==> config.mk <==
export PLATFORM = sky130hd
export DESIGN_NAME = alu_ctrl_stage
export DESIGN_NICKNAME = d
export VERILOG_FILES = /design/src/rtl/alu_ctrl_pkg.sv /design/src/rtl/alu_ctrl_decode.sv /design/src/rtl/alu_ctrl_stage.sv
export SDC_FILE = /design/constraint.sdc
export NUM_CORES = 1
export LEC_CHECK = 0
export ABC_AREA = 1
export CORE_AREA = 2 2 86 170
export CTS_CLUSTER_DIAMETER = 80
export DETAILED_ROUTE_END_ITERATION = 10
export DIE_AREA = 0 0 88 172
export DONT_BUFFER_PORTS = 1
export GPL_TIMING_DRIVEN = 0
export PLACE_DENSITY = 0.72
export SKIP_CTS_REPAIR_TIMING = 1
export SLEW_MARGIN = 20
export SYNTH_ARGS = -nofsm -noshare
export SYNTH_HDL_FRONTEND = slang
export SYNTH_HIERARCHICAL = 1
export SYNTH_SLANG_ARGS = --single-unit
==> constraint.sdc <==
create_clock -name clk -period 3.24 [get_ports clk]
set_input_delay 0.162 -clock clk [delete_from_list [all_inputs] [get_ports clk]]
set_output_delay 0.162 -clock clk [all_outputs]
set_load 0.005 [all_outputs]
==> src/rtl/alu_ctrl_pkg.sv <==
// alu_ctrl_pkg: opcode, funct and ALU command encodings shared by the ALU-control stage.
package alu_ctrl_pkg;
    localparam int CMD_W = 4;
    localparam int OP_W = 4;
    localparam int FUNCT_W = 6;

    localparam logic [OP_W-1:0] OP_ADD   = 4'd0;
    localparam logic [OP_W-1:0] OP_SUB   = 4'd1;
    localparam logic [OP_W-1:0] OP_MUL   = 4'd2;
    localparam logic [OP_W-1:0] OP_AND   = 4'd3;
    localparam logic [OP_W-1:0] OP_OR    = 4'd4;
    localparam logic [OP_W-1:0] OP_RTYPE = 4'd5;

    localparam logic [FUNCT_W-1:0] FN_ADD = 6'h20;
    localparam logic [FUNCT_W-1:0] FN_SUB = 6'h22;
    localparam logic [FUNCT_W-1:0] FN_MUL = 6'h18;
    localparam logic [FUNCT_W-1:0] FN_AND = 6'h24;
    localparam logic [FUNCT_W-1:0] FN_OR  = 6'h25;
    localparam logic [FUNCT_W-1:0] FN_SLT = 6'h2A;
    localparam logic [FUNCT_W-1:0] FN_SLL = 6'h00;
    localparam logic [FUNCT_W-1:0] FN_SRL = 6'h02;

    localparam logic [CMD_W-1:0] CMD_ADD = 4'd0;
    localparam logic [CMD_W-1:0] CMD_SUB = 4'd1;
    localparam logic [CMD_W-1:0] CMD_MUL = 4'd2;
    localparam logic [CMD_W-1:0] CMD_AND = 4'd3;
    localparam logic [CMD_W-1:0] CMD_OR  = 4'd4;
    localparam logic [CMD_W-1:0] CMD_SLT = 4'd5;
    localparam logic [CMD_W-1:0] CMD_SLL = 4'd6;
    localparam logic [CMD_W-1:0] CMD_SRL = 4'd7;

    typedef enum logic {ST_RUN, ST_GAP} state_e;
endpackage

==> src/rtl/alu_ctrl_decode.sv <==
// alu_ctrl_decode: {op,funct} -> {cmd,illegal}; shift/compare functs only when ALU_CTRL_SHIFT_EN is defined.
module alu_ctrl_decode
    import alu_ctrl_pkg::*;
(
    input  logic [OP_W-1:0]    op_i,
    input  logic [FUNCT_W-1:0] funct_i,
    output logic [CMD_W-1:0]   cmd_o,
    output logic               illegal_o
);
    always_comb begin
        cmd_o = CMD_ADD;
        illegal_o = 1'b0;
        case (op_i)
            OP_ADD: cmd_o = CMD_ADD;
            OP_SUB: cmd_o = CMD_SUB;
            OP_MUL: cmd_o = CMD_MUL;
            OP_AND: cmd_o = CMD_AND;
            OP_OR:  cmd_o = CMD_OR;
            OP_RTYPE: begin
                case (funct_i)
                    FN_ADD: cmd_o = CMD_ADD;
                    FN_SUB: cmd_o = CMD_SUB;
                    FN_MUL: cmd_o = CMD_MUL;
                    FN_AND: cmd_o = CMD_AND;
                    FN_OR:  cmd_o = CMD_OR;
`ifdef ALU_CTRL_SHIFT_EN
                    FN_SLT: cmd_o = CMD_SLT;
                    FN_SLL: cmd_o = CMD_SLL;
                    FN_SRL: cmd_o = CMD_SRL;
`endif
                    default: illegal_o = 1'b1;
                endcase
            end
            default: illegal_o = 1'b1;
        endcase
    end
endmodule

==> src/rtl/alu_ctrl_stage.sv <==
// alu_ctrl_stage: decode-at-accept buffer with valid/ready handshakes and MUL recovery gaps.
// Shift/compare decode is enabled by defining ALU_CTRL_SHIFT_EN.
module alu_ctrl_stage
    import alu_ctrl_pkg::*;
#(
    parameter int DATA_W  = 32,
    parameter int DEPTH   = 2,
    parameter int MUL_LAT = 3
) (
    input  logic              clk,
    input  logic              rst,
    input  logic              in_valid,
    output logic              in_ready,
    input  logic [OP_W-1:0]   Op_from_control,
    input  logic [FUNCT_W-1:0] fonction,
    input  logic [DATA_W-1:0] reg1,
    input  logic [DATA_W-1:0] reg2,
    output logic              out_valid,
    input  logic              out_ready,
    output logic [CMD_W-1:0]  ctrl_command,
    output logic [DATA_W-1:0] outreg1,
    output logic [DATA_W-1:0] outreg2,
    output logic              illegal
);
    localparam int PW = $clog2(DEPTH);
    localparam int NW = PW + 1;
    localparam int CW = $clog2(MUL_LAT + 1);

    typedef struct packed {
        logic [CMD_W-1:0]  cmd;
        logic              ill;
        logic [DATA_W-1:0] a;
        logic [DATA_W-1:0] b;
    } entry_t;

    entry_t         mem_q [DEPTH];
    logic [PW-1:0]  wr_q, rd_q;
    logic [NW-1:0]  cnt_q, cnt_d;
    state_e         state_q;
    logic [CW-1:0]  gap_q;
    logic [CMD_W-1:0] dec_cmd;
    logic           dec_ill;
    logic           push, pop;

    alu_ctrl_decode u_dec (
        .op_i     (Op_from_control),
        .funct_i  (fonction),
        .cmd_o    (dec_cmd),
        .illegal_o(dec_ill)
    );

    assign in_ready     = cnt_q != NW'(DEPTH);
    assign out_valid    = (cnt_q != '0) && (state_q == ST_RUN);
    assign push         = in_valid && in_ready;
    assign pop          = out_valid && out_ready;
    assign ctrl_command = mem_q[rd_q].cmd;
    assign illegal      = mem_q[rd_q].ill;
    assign outreg1      = mem_q[rd_q].a;
    assign outreg2      = mem_q[rd_q].b;

    always_comb begin
        cnt_d = cnt_q + NW'(push) - NW'(pop);
    end

    // Storage is cleared on reset so the head-driven outputs read zero until the first accept.
    always_ff @(posedge clk) begin
        if (rst) begin
            for (int i = 0; i < DEPTH; i++) mem_q[i] <= '0;
            wr_q    <= '0;
            rd_q    <= '0;
            cnt_q   <= '0;
            state_q <= ST_RUN;
            gap_q   <= '0;
        end else begin
            if (push) begin
                mem_q[wr_q] <= '{cmd: dec_cmd, ill: dec_ill, a: reg1, b: reg2};
                wr_q        <= wr_q + PW'(1);
            end
            if (pop) rd_q <= rd_q + PW'(1);
            cnt_q <= cnt_d;
            if (state_q == ST_RUN) begin
                if (pop && ctrl_command == CMD_MUL && MUL_LAT > 1) begin
                    state_q <= ST_GAP;
                    gap_q   <= CW'(MUL_LAT - 1);
                end
            end else begin
                gap_q <= gap_q - CW'(1);
                if (gap_q == CW'(1)) state_q <= ST_RUN;
            end
        end
    end
endmodule
==> results of run 1 <==
==> layer usage <==
layer  track usage [%]  wire length (um)
met1             18.51              5126
met2             35.38              8128
met3             4.439               575
met4             9.900               408
met5                 0                 0
==> through the flow <==
| stage | utilization, % | power (W) | hold slack (ns) |
|---|---|---|---|
| CTS | 55.34 | 0.005545 | -0.2156 |
| floorplan | - | 0.003291 | 0.2311 |
| global route | 58.74 | 0.005815 | 0.0003187 |
| finish | 58.74 | 0.005536 | -0.008651 |
| detailed placement | 50.98 | 0.003633 | 0.2365 |
| global placement | 50.53 | 0.003576 | 0.2346 |
==> cells by family after synthesis <==
family / Yosys count / synth area share [%]
AO/OA/AOI/OAI: 8 / 0.6308
adder cells (fa/ha/maj): 3 / 0.5566
XOR/XNOR: 2 / 0.2598
flip-flops: 146 / 63.82
AND/OR/NAND/NOR: 400 / 25.97
other: 1 / 0.05561
buffers and inverters: 120 / 8.701
==> area by class of cell <==
| type | instances | area, sq um | share of cell area [%] |
|---|---|---|---|
| buffer | 30 | 246.5 | 3.037 |
| clock buffer | 21 | 514.2 | 6.337 |
| clock inverter | 11 | 87.58 | 1.079 |
| inverter | 90 | 340.3 | 4.194 |
| multi-input combinational | 414 | 1868 | 23.02 |
| sequential | 146 | 4304 | 53.04 |
| tap | 189 | 236.5 | 2.914 |
| timing repair buffer | 49 | 518.0 | 6.383 |
==> worst paths after layout <==
kind                                                   end  depth (start not counted)  slack [ns]
worst max-delay path            mem_q[0][12]$_SDFFCE_PN0P_                          8        1.24
worst min-delay path             mem_q[1][8]$_SDFFCE_PN0P_                          2      -0.009
worst max register to register  mem_q[0][12]$_SDFFCE_PN0P_                          8        1.24
worst min register to register       gap_q[0]$_SDFFE_PP0P_                          1        0.47
==> cells in the final DEF (no fill, tap or decap), types with 2 or more instances in the layout <==
cell and count:
sky130_fd_sc_hd__nand2_1 228, sky130_fd_sc_hd__edfxtp_1 138, sky130_fd_sc_hd__inv_1 86, sky130_fd_sc_hd__nor2_1 80, sky130_fd_sc_hd__nor2_2 76, sky130_fd_sc_hd__dlygate4sd3_1 47, sky130_fd_sc_hd__clkbuf_16 20, sky130_fd_sc_hd__buf_6 15
sky130_fd_sc_hd__buf_2 11, sky130_fd_sc_hd__nand3_1 8, sky130_fd_sc_hd__dfxtp_1 8, sky130_fd_sc_hd__nand2_4 5, sky130_fd_sc_hd__a21oi_1 5, sky130_fd_sc_hd__clkinvlp_4 4, sky130_fd_sc_hd__inv_2 3, sky130_fd_sc_hd__ha_1 3
sky130_fd_sc_hd__inv_6 3, sky130_fd_sc_hd__clkinv_4 3, sky130_fd_sc_hd__buf_4 2, sky130_fd_sc_hd__clkbuf_1 2, sky130_fd_sc_hd__o21ai_0 2
==> power groups by stage <==
stage	registers [W]	clock network [W]	logic, W
after floorplan	0.00245	0	0.000844
after global placement	0.00246	0	0.00112
after detailed placement	0.00246	0	0.00118
after CTS	0.00242	0.00195	0.00118
after global routing	0.00244	0.00202	0.00136
final	0.00242	0.00191	0.00121
==> critical path: stages, from the launching register on <==
cell                      delay [ns]
sky130_fd_sc_hd__dfxtp_1        0.35
sky130_fd_sc_hd__inv_2          0.07
sky130_fd_sc_hd__nand2_4        0.10
sky130_fd_sc_hd__nand2_4        0.07
sky130_fd_sc_hd__nor2_4         0.10
sky130_fd_sc_hd__nand2_4        0.13
sky130_fd_sc_hd__buf_6          0.19
sky130_fd_sc_hd__nand2_4        0.35
sky130_fd_sc_hd__buf_12         0.30
==> state kept, by name, summed over array words and instances, names as in the netlist, named ones only <==
| register | flops |
|---|---|
| cnt_q | 2 |
| gap_q | 2 |
| mem_q | 138 |
| rd_q | 1 |
| state_q | 1 |
| wr_q | 1 |
==> results, run 1 <==
- The number of violations of the max-capacitance limit is 0.
- In this run the vertical extent of the chip is 172 um.
- TritonCTS built the clock tree.
- Setup repair after global routing left no endpoint under its margin.
- Summed over all nets, the switching power comes to 0.001686 W.
- Counting the buffers created by CTS gives 17.
- Sequential cells burn 43.6% of the power.
- The Yosys step of the flow raised 6 warnings.
- The via count is 4546.
- Among all cell types in the netlist, the one instantiated most often is sky130_fd_sc_hd__nand2_1.
- Dividing the detail-routed via count by the number of cells gives 4.785.
- The total routed wirelength is 14.24 mm.
- In this run the number of H-tree levels came out at 4.
- The area of the core is 13810 sq um.
- The setup-violating endpoint count in the final report is 0.
- The final-report hold violation count is 12.
- The startpoint of the worst-slack reg-to-reg timing path is cnt_q[0]$_SDFF_PP0_.
- The share of power burned in combinational logic is 21.8%.
- Once the floorplan was initialized, standard cells occupied 48.82% of the core.
- The final reports fail on hold timing.
- The number of pins exceeding their max-slew limit in the final report is 0.
- The critical path is of the flop to flop type.
- The worst hold-check slack is -0.008651 ns.
- The kind of start point of the critical path is a flop.
- The antenna diode count is 0.
- The detailed router finished its first iteration with 216 violations.
- The number of antenna violations at the first check in global routing is 0.
- Of all cell types, the one taking the most synthesized area is sky130_fd_sc_hd__edfxtp_1.
- The count of TritonRoute iterations in the first routing pass is 4.
- In this run the mean area of a mapped cell was 9.918 sq um.
- The number of instances in the synthesized netlist is 680.
- The cell row count is 61.
- The global-route congestion overflow total is 0.
- The area of the die is 15140 sq um.
- The synthesized flop and latch total is 146.
- Summing the sequential cell areas from Yosys gives 63.82% of the chip area.
- The clock latency at the later pin of the worst-skew pair is 0.42 ns.
- The distinct cell type count after synthesis is 24.
- The fill cell total of the finished layout is 1137.
- The largest net degree at the start of global routing is 45.
- 149 I/O pins were placed.
- The number of port buffers is 0.
- STA classifies the critical path endpoint as a flop.
- The cell total after placement is 871.
- Per report_power, the clock group accounts for 34.6% of the total.
- The wire length per cell is 14.99 um.
- At the end of routability-driven placement, the weighted congestion stood at 0.7514.
- The tree is rooted in a sky130_fd_sc_hd__clkbuf_16.
- The remaining antenna violation count after routing is 0.
- The final setup slack of the worst path is 1.241 ns.
- The post-route clock period utilization is 61.70%.
- The critical path starts at cnt_q[0]$_SDFF_PP0_.
- The peak supply drop is 0.3611 mV.
- The half-perimeter wire length after detailed placement is 9.896 mm.
- The die span in x is 88 um.
- The switching power as a share of total power is 30.45%.
- Counting every net in the synthesized netlist gives 761.
- In this run the cell area measured after placement is 7043 sq um.
- The first-pass GRT wire length is 21.44 mm.
- Compared with the post-synthesis result, the final layout area differs by 20.33%.
- The path class of the tightest hold or removal check is input port to flop.
- The number of synthesized flops with an enable pin is 138.
- The most used flip-flop cell after synthesis is sky130_fd_sc_hd__edfxtp_1.
- The highest clock frequency the design can meet is 0.5002 GHz.
- The final critical delay including setup and external delays is 1.999 ns.
- Summed over all cells, the static leakage comes to 3.656 nW.
- The maximum net fanout on the critical path is 39.
- In the post-synthesis netlist, the biggest area contributors are sky130_fd_sc_hd__edfxtp_1 (61%), sky130_fd_sc_hd__nand2_1 (13%), sky130_fd_sc_hd__nor2_2 (7.1%), sky130_fd_sc_hd__inv_1 (4.8%), sky130_fd_sc_hd__nor2_1 (4.5%).
- The async set or reset register ratio after synthesis is 0%.
- Summing all non-filler instances in the final layout gives an area of 8115 sq um.
- In the synthesized netlist, the cells that appear most often are sky130_fd_sc_hd__nand2_1 (230), sky130_fd_sc_hd__edfxtp_1 (138), sky130_fd_sc_hd__inv_1 (86).
- The clock-pin slew reported for the worst setup and hold paths after clock tree synthesis is 0.07 ns.
- The run finished, with violations left.
- The data arrival time of the critical path is 2.09 ns.
- The total power per unit cell area is 682.1 nW/um^2.
- The count of cells in the finished layout, fillers not included, comes to 950.
- The total standard cell area after synthesis is 6744 sq um.
- The share of post-route cells with drive strength above 1 is 19.71%.
- The launch point of the worst hold path is reg2[8].
- The data required time at the worst endpoint is 3.34 ns.
- After the last flow step, the layout net total stands at 829.
- Setup total negative slack on the finished layout was measured at 0 ns.
- The top cell type's share of synthesized area is 61.45%.
- The number of buffers between clock root and the deepest sink is 2.
- The sink count of the clock tree is 146.
- The all-layer global routing usage is 18.88%.
- Cell internal power was estimated by the tool at 0.003850 W.
- The minimum setup slack after placement is 1.226 ns.
- In the routed design, unresolved DRC markers number 0.
- The via count of the first global-routing pass is 4620.
- The setup clock skew after layout is 0.01104 ns.
(Power assumes the default switching activity.)
==> inputs of run 2 (changes only) <==
--- a/config.mk
+++ b/config.mk
@@ -12,7 +12,7 @@
 export DIE_AREA = 0 0 88 172
 export DONT_BUFFER_PORTS = 1
 export GPL_TIMING_DRIVEN = 0
-export PLACE_DENSITY = 0.72
+export PLACE_DENSITY = 0.74
 export SKIP_CTS_REPAIR_TIMING = 1
 export SLEW_MARGIN = 20
 export SYNTH_ARGS = -nofsm -noshare
==> constraint.sdc (replaced) <==
create_clock -name clk -period 1.75 [get_ports clk]
set_input_delay 0.0875 -clock clk [delete_from_list [all_inputs] [get_ports clk]]
set_output_delay 0.0875 -clock clk [all_outputs]
set_load 0.005 [all_outputs]
==> run 2 against run 1 <==
  * The flow now finishes without violations
  * Combinational power is 91% higher
  * Register-to-register slack worse by 1.1 ns
  * Worst setup slack worse by 1.1 ns
  * Sequential cell count stayed put
  * Final cell count is 2.1% higher
  * Global-route usage is 0.41 points lower
  * Worst hold slack better by 0.0089 ns
  * Largest power group unchanged
==> results, run 2 (synthesized netlist as in run 1, its figures left out) <==
- The flow ran to the end, and the final reports show no timing, DRC or antenna violations.
- The cell row count is 61 (unchanged).
- The all-layer global routing usage was 18.48% (-0.41 points).
- The remaining antenna violation count after routing is 0 (unchanged).
- The clock latency at the later pin of the worst-skew pair is 0.41 ns (about the same).
- The die span in x is 88 um (unchanged).
- The via count is 4724 (+3.9%).
- The reg2reg setup slack is 0.1 ns (-1.14 ns).
- The startpoint of the worst-slack reg-to-reg timing path is cnt_q[0]$_SDFF_PP0_.
- The element type at the critical path end is a flop.
- The number of port buffers is 0 (unchanged).
- The CTS tree is built.
- The worst hold path terminates at mem_q[1][64]$_SDFFCE_PN0P_.
- The half-perimeter wire length after detailed placement is 9.687 mm (-2.1%).
- The number of antenna violations at the first check in global routing came to 0 (unchanged).
- The data arrival time of the critical path is 1.73 ns (-0.36 ns).
- The die height is 172 um (unchanged).
- The register with the most flip-flops in the final layout is mem_q.
- The leakage power of the design is 3.724 nW (+1.9%).
- The cell total after placement is 869 (-0.23%).
- The maximum net fanout on the critical path is 35 (-10%).
- The number of pins exceeding their max-slew limit in the final report is 0 (unchanged).
- In the final layout, the registers with the most flip-flops are mem_q (138), cnt_q (2), gap_q (2).
- The worst setup path is launched from a flop.
- The endpoint identified for the worst register-to-register timing path is mem_q[0][45]$_SDFFCE_PN0P_.
- The total power per unit cell area is 1223 nW/um^2 (+79%).
- The final-report hold violation count is 0 (-12).
- In the layout the commonest cells are sky130_fd_sc_hd__nand2_1 (228), sky130_fd_sc_hd__edfxtp_1 (138), sky130_fd_sc_hd__inv_1 (86).
- The violation count after the first detailed-route iteration came to 210 (-2.8%).
- The worst setup path category is flop to flop.
- The library cell used most frequently in the layout, excluding fill and tap cells, is sky130_fd_sc_hd__nand2_1.
- The number of buffers between clock root and the deepest sink was 2 (unchanged).
- The area of the die is 15140 sq um (unchanged).
- The final standard cell count with taps included and fillers excluded is 970 (+2.1%).
- The setup-violating endpoint count in the final report was 0 (unchanged).
- The final critical delay including setup and external delays was 1.651 ns (-0.3480 ns).
- The number of nets in the finished design is 849 (+2.4%).
- The total routed wirelength is 15.05 mm (+5.7%).
- The largest net degree at the start of global routing was 70 (+56%).
- The launch point of the worst hold path is Op_from_control[3].
- The longest individual stage delay on the worst path is 0.35 ns (about the same).
- The area of the core is 13810 sq um (unchanged).
- The post-route DRC violation count is 0 (unchanged).
- The initial core utilization is 48.82% (unchanged).
- The number of cell instances on the worst register-to-register path is 7 (-1).
- The highest clock frequency the design can meet is 0.6056 GHz (+21%).
- The post-route clock period utilization was 94.35% (+33 points).
- The worst hold-check slack is 0.0002058 ns (+0.008856 ns).
- The clock-pin slew reported for the worst setup and hold paths after clock tree synthesis is 0.07 ns (about the same).
- The clock root buffer is sky130_fd_sc_hd__clkbuf_16.
- The peak supply drop is 0.7767 mV (+120%).
- The class of the tightest hold or removal check is input port to flop.
- The number of CTS-inserted buffers was 17 (unchanged).
- The overall power consumption came to 0.01016 W (+84%).
- The share of post-route cells with drive strength above 1 is 19.46% (-0.25 points).
- The number of flip-flops in the largest register is 138 (unchanged).
- The setup clock skew after layout is 0.009653 ns (-0.001382 ns).
- The wire length per cell was 15.51 um (+3.5%).
- The global-route congestion overflow total was 0 (unchanged).
- The data required time at the worst endpoint was 1.83 ns (-1.51 ns).
- The number of H-tree levels is 4 (unchanged).
- The critical path goes through inv_2 -> nand2_4 -> nand2_4 -> nor2_4 -> nand2_4 -> buf_12 -> nand2_8.
- The sink count of the clock tree was 146 (unchanged).
- The antenna diode count is 0 (unchanged).
- The routability congestion estimate was 0.7545 (+0.41%).
- The slowest stage cell on the critical path is sky130_fd_sc_hd__dfxtp_1.
- The via count of the first global-routing pass is 4614 (-0.13%).
- The relative area change from synthesis to final layout is 23.14%.
- The first-pass GRT wire length is 20.97 mm (-2.2%).
- The number of violations of the max-capacitance limit is 0 (unchanged).
- The instance count along the most critical hold path is 4 (+2).
- The count of TritonRoute iterations in the first routing pass is 4 (unchanged).
- The top-level port count is 149 (unchanged).
- The cell seen most often among critical-path stages is sky130_fd_sc_hd__nand2_4.
- The via density per instance was 4.870 (+1.8%).
==> run 2: area by class of cell <==
type                            count  area, sq um
Clock buffer                       18        429.2
Fill cell                        1118         5510
Tap cell                          189        236.5
Multi-Input combinational cell    416         1938
Sequential cell                   146         4305
Inverter                           90        340.3
Timing Repair Buffer               67        670.6
Clock inverter                     14        122.6
Buffer                             30        261.5
==> run 2: worst max-delay path, delay by kind of cell (launching register included) <==
kind / cells / cell delay [ns]
DFF: 1 / 0.35
and+or+nand+nor: 5 / 0.66
buffers and inverters: 2 / 0.27
==> run 2: stage by stage <==
step,area [sq um],setup WS (ns),TNS [ns],utilization (%)
floorplan,6759,0.01650,0,-
global placement,6995,-0.3727,-50.17,50.64
detailed placement,6995,-0.4252,-56.91,50.64
CTS,7547,-0.4453,-59.46,54.63
global route,8304,-0.002859,-0.002859,60.11
finish,8304,0.09885,0,60.11
==> run 2: power by group <==
group	switching (W)	total, W	internal (W)	leakage, nW
clock network	0.00151	0.00337	0.00186	0.265
logic	0.00160	0.00231	0.000713	1.95
registers	0.000138	0.00448	0.00434	1.51
total	0.00325	0.0102	0.00691	3.72
==> run 2: per-layer routing <==
layer / wire length, um / vias to the layer above / GRT usage [%]
met1: 5415 / 2256 / 17.27
li1: - / 2279 / -
met3: 596 / 29 / 4.678
met5: 0 / - / 0
met4: 348 / 0 / 8.696
met2: 8684 / 160 / 35.74
==> run 2: how the worst max path moves through the flow <==
stage                                    from  slack [ns]                         end
after detailed placement  cnt_q[0]$_SDFF_PP0_       -0.43  mem_q[0][48]$_SDFFCE_PN0P_
final                     cnt_q[0]$_SDFF_PP0_         0.1  mem_q[0][45]$_SDFFCE_PN0P_
after floorplan           cnt_q[0]$_SDFF_PP0_        0.02   mem_q[0][0]$_SDFFCE_PN0P_
after CTS                 cnt_q[0]$_SDFF_PP0_       -0.45  mem_q[0][57]$_SDFFCE_PN0P_
after global routing      cnt_q[0]$_SDFF_PP0_      -0.003         cnt_q[1]$_SDFF_PP0_
after global placement    cnt_q[0]$_SDFF_PP0_       -0.37  mem_q[0][42]$_SDFFCE_PN0P_
